**src/rtl/if_id_pipe_reg.sv**
```systemverilog
// IF/ID pipeline register: valid/ready handshaked 2-entry skid stage carrying PC+4
// and instruction, with flush, NOP injection on bubbles and a saturating stall counter.
module if_id_pipe_reg #(
   parameter int unsigned         PC_W   = 32,
   parameter int unsigned         IR_W   = 32,
   parameter logic [IR_W-1:0]     NOP_IR = '0,
   parameter int unsigned         CNT_W  = 16
) (
   input  logic             clk,
   input  logic             rst_n,
   input  logic             flush,
   input  logic             in_valid,
   output logic             in_ready,
   input  logic [PC_W-1:0]  in_pc4,
   input  logic [IR_W-1:0]  in_ir,
   output logic             out_valid,
   input  logic             out_ready,
   output logic [PC_W-1:0]  out_pc4,
   output logic [IR_W-1:0]  out_ir,
   output logic [CNT_W-1:0] stall_cnt
);

   typedef enum logic [1:0] {
      EMPTY = 2'd0,
      ONE   = 2'd1,
      FULL  = 2'd2
   } state_t;

   state_t          state;
   logic [PC_W-1:0] main_pc4, skid_pc4;
   logic [IR_W-1:0] main_ir,  skid_ir;
   logic            in_fire, out_fire;

   // Handshake signals decode from the state register only, so in_ready never
   // depends combinationally on out_ready.
   assign in_ready  = (state != FULL);
   assign out_valid = (state != EMPTY);
   assign out_pc4   = out_valid ? main_pc4 : '0;
   assign out_ir    = out_valid ? main_ir  : NOP_IR;

   assign in_fire  = in_valid  && in_ready;
   assign out_fire = out_valid && out_ready;

   // NOTE: state uses non-blocking assignments so every register samples the
   // pre-edge values; a blocking '=' here would let one update leak into another.
   always_ff @(posedge clk or negedge rst_n) begin
      if (!rst_n) begin
         state    <= EMPTY;
         main_pc4 <= '0;
         main_ir  <= '0;
         skid_pc4 <= '0;
         skid_ir  <= '0;
      end else if (flush) begin
         state    <= EMPTY;
         main_pc4 <= '0;
         main_ir  <= '0;
         skid_pc4 <= '0;
         skid_ir  <= '0;
      end else begin
         case (state)
            EMPTY: begin
               if (in_fire) begin
                  main_pc4 <= in_pc4;
                  main_ir  <= in_ir;
                  state    <= ONE;
               end
            end
            ONE: begin
               if (in_fire && out_fire) begin
                  main_pc4 <= in_pc4;
                  main_ir  <= in_ir;
               end else if (in_fire) begin
                  skid_pc4 <= in_pc4;
                  skid_ir  <= in_ir;
                  state    <= FULL;
               end else if (out_fire) begin
                  state    <= EMPTY;
               end
            end
            FULL: begin
               // Skid entry is older than anything IF can present, so it moves up.
               if (out_fire) begin
                  main_pc4 <= skid_pc4;
                  main_ir  <= skid_ir;
                  state    <= ONE;
               end
            end
            default: state <= EMPTY;
         endcase
      end
   end

   // Survives flush: it measures decode back-pressure, not pipeline contents.
   always_ff @(posedge clk or negedge rst_n) begin
      if (!rst_n) begin
         stall_cnt <= '0;
      end else if (out_valid && !out_ready && (stall_cnt != {CNT_W{1'b1}})) begin
         stall_cnt <= stall_cnt + 1'b1;
      end
   end

endmodule
```
**config.mk**
```make
export PLATFORM = sky130hd
export DESIGN_NAME = if_id_pipe_reg
export DESIGN_NICKNAME = d
export VERILOG_FILES = /design/src/rtl/if_id_pipe_reg.sv
export SDC_FILE = /design/constraint.sdc
export NUM_CORES = 1
export LEC_CHECK = 0
export BUFFER_PORTS_ARGS = -buffer_cell sky130_fd_sc_hd__buf_4
export CAP_MARGIN = 40
export CORE_ASPECT_RATIO = 1.75
export CORE_MARGIN = 2
export CORE_UTILIZATION = 40
export DETAILED_ROUTE_END_ITERATION = 7
export PLACE_DENSITY = 0.64
export SLEW_MARGIN = 20
export SYNTH_ARGS = -nofsm -noshare
export SYNTH_HDL_FRONTEND = slang
export SYNTH_SLANG_ARGS = --single-unit
```
**constraint.sdc**
```tcl
create_clock -name clk -period 4.56 [get_ports clk]
set_input_delay 0.912 -clock clk [delete_from_list [all_inputs] [get_ports clk]]
set_output_delay 0.912 -clock clk [all_outputs]
set_load 0.05 [all_outputs]
```
==> results.sh <==
export IMPL_status="completed"
export IMPL_syn_to_final_growth_pct=25.3
export IMPL_synth_top_area_share_pct=48.1
export IMPL_yosysWarnings=0
export IMPL_routedWlPerCell_um=17.4
export IMPL_synth_largest_area_cell="dfrtp_1"
export IMPL_initial_utilization_pct=40.9
export IMPL_hpwl_mm=12.5
export IMPL_relSlewSlack_pct=47.9
export IMPL_tightest_slew_ns=0.781
export IMPL_cp_max_fo=29
export IMPL_cts_tree="built"
export IMPL_critical_path_required_ns=3.65
export IMPL_grt_max_degree=65
export IMPL_tns_ns=0
export IMPL_path_buf_inv=5
export IMPL_globalplace_congestion=0.774
export IMPL_ys_types=38
export IMPL_ios=151
export IMPL_ir_drop_v=0.000517
export IMPL_drt_iter0_markers=244
export IMPL_synth_seq_cells=146
export IMPL_cts_sinks=146
export IMPL_port_buffer_count=150
export IMPL_synth_common_cells="dfrtp_1 (146), nand2_1 (133), nor3_1 (73), a21oi_1 (66)"
export IMPL_drive_gt1_share_pct=31.0
export IMPL_hold_buffers=0
export IMPL_die_area_um2=20100
export IMPL_cts_root_buf="clkbuf_16"
export IMPL_clock_latency_ns=0.42
export IMPL_placed_cells=1088
export IMPL_cts_made_buffers=17
export IMPL_grt_setup_unrepaired="no"
export IMPL_clock_fmax_mhz=302
export IMPL_ctsHtreeMaxLevel=4
export IMPL_period_share_pct=72.6
export IMPL_vias_per_cell=5.27
export IMPL_hp_class="input port to asynchronous set/reset pin"
export IMPL_synth_ff_type="dfrtp_1"
export IMPL_leakagePower_nw=4.01
export IMPL_p_per_area_nw_per_um2=604
export IMPL_synthTopCellsByArea="dfrtp_1 (48%), a211oi_2 (9.9%), mux2i_1 (8.4%)"
export IMPL_cpPeakStageDelay_ns=0.50
export IMPL_die_h_um=186
export IMPL_vias=5902
export IMPL_overflow=0
export IMPL_hold_worst_slack_ns=0.361
export IMPL_synth_edff_count=0
export IMPL_layout_min_cycle_time_ns=3.31
export IMPL_crit_arrival_ns=2.40
export IMPL_maxCapViolCount=0
export IMPL_track_usage_pct=20.3
export IMPL_insertedDiodeCount=0
export IMPL_slew_violations=0
export IMPL_drt_pre_antenna_iters=4
export IMPL_utilization_pct=51.2
export IMPL_finalHoldViolCount=0
export IMPL_finalNetCount=944
export IMPL_routed_wl_mm=19.5
export IMPL_grt_pass1_vias=6027
export IMPL_finClkSkew_ns=0.0124
export IMPL_drc=0
export IMPL_postSynthCellCount=750
export IMPL_clk_pin_slew_worst_paths_ns=0.06
export IMPL_mappedNetlistArea_um2=7590
export IMPL_post_cts_buffers=0
export IMPL_setup_violations_final=0
export IMPL_worst_setup_path_start_kind="flop"
export IMPL_end_kind="primary output"
export IMPL_grt_pass1_wl_mm=31.9
export IMPL_core_um2=18600
export IMPL_cts_buffer_depth=2
export IMPL_synth_nets=825
export IMPL_cts_resized_gates=0
export IMPL_async_reset_ff_share_pct=100
export IMPL_synth_seq_area_share_pct=48.1
export IMPL_antenna_found_initial=0
export IMPL_cpMaxStageDelayCell="ha_2"
export IMPL_ant_nets=0
export IMPL_row_count=66
export IMPL_avgSynthCellArea_um2=10.1
export IMPL_die_x_um=108
export IMPL_path_class="flop to primary output"
export IMPL_path_delay_family="buffers and inverters"
export IMPL_yosysMostFrequentCell="dfrtp_1"
export IMPL_crit_chain="inv_1, ha_2, buf_16, buf_4, inv_1, buf_4"
export IMPL_instances_no_fill=1120
cell type report:
cell class,count,area [µm²]
Clock buffer,17,425
Clock inverter,15,170
Fill cell,1780,9070
Inverter,6,22.5
Multi-Input combinational cell,532,3580
Sequential cell,146,3650
Tap cell,238,298
Timing Repair Buffer,166,1360
registers in the layout, summed over array words and instances, names as in the netlist:
register,count
skid_pc4,32
main_pc4,32
main_ir,32
stall_cnt,16
skid_ir,32
state,2
metal layers:
layer | part of all wire [%] | vias up | global-route usage (%)
li1 | - | 2850 | -
met2 | 52 | 127 | 35.4
met3 | 4.3 | 21 | 4.32
met4 | 1.9 | 0 | 6.46
met1 | 41 | 2904 | 24.8
met5 | 0 | - | 0
path summary, 6_finish.rpt:
check                                          from  cells past startpoint  slack, ns                  endpoint
max in group asynchronous                     rst_n                      3       3.12  stall_cnt[4]$_DFFE_PN0P_
min in group clk           skid_pc4[13]$_DFFE_PN0P_                      2       0.52  skid_pc4[13]$_DFFE_PN0P_
max reg2reg                    state[0]$_DFFE_PN0P_                      9       1.51  main_pc4[15]$_DFFE_PN0P_
min                                           rst_n                      1       0.36  skid_pc4[11]$_DFFE_PN0P_
max                            state[0]$_DFFE_PN0P_                      6       1.25                 out_valid
min reg2reg                skid_pc4[13]$_DFFE_PN0P_                      2       0.52  skid_pc4[13]$_DFFE_PN0P_
worst register-to-register path, cell delays in order, from the launching register on:
cell and delay [ns]:
dfrtp_1 0.41, inv_1 0.15, ha_2 0.50, buf_16 0.24, buf_4 0.32, nand4bb_1 0.21, o31ai_4 0.10, buf_4 0.59
nor3_1 0.22, a211oi_2 0.23
kinds of logic (layout without fill, tap and decap cells):
family          Yosys count  after routing  share of synthesized area (%)
mux                      67             67                           8.88
buf+inv                  72            204                           5.03
simple gates            307            307                           19.7
xor+xnor                 12             12                           1.38
compound gates          140            140                           15.9
flops                   146            146                           48.1
fa+ha+maj                 6              6                          0.989
cells in the final DEF (no fill, tap or decap), types with 3 or more instances in the layout:
cell type  synthesis  layout
buf_4             10     159
dfrtp_1          146     146
nand2_1          133     133
nor3_1            73      73
a21oi_1           66      66
nor2b_1           64      64
mux2i_1           64      64
a211oi_2          60      60
clkbuf_16          0      17
nand4_1           10      10
xor2_1            10      10
nor2_1             7       7
inv_1              6       6
inv_6              0       6
nand3_1            4       4
a211oi_1           4       4
buf_16             0       4
and3_1             3       3
and4_1             3       3
o21ai_0            3       3
mux2_2             3       3
ha_1               6       3
ha_2               0       3
clkinv_4           0       3
per-stage QoR:
step	total power [mW]	cell area, µm²	setup WS [ns]
floorplan	3.71	7590	1.73
global placement	4.29	8800	1.38
detailed placement	4.38	8910	1.48
CTS	5.82	9510	1.17
global route	6.07	9510	1.07
finish	5.74	9510	1.25
where the power goes:
| part | internal (mW) | total, mW | switching, mW |
|---|---|---|---|
| clock network | 0.822 | 1.42 | 0.597 |
| registers | 1.62 | 1.80 | 0.185 |
| logic | 0.887 | 2.52 | 1.63 |
(Power assumes the default switching activity.)
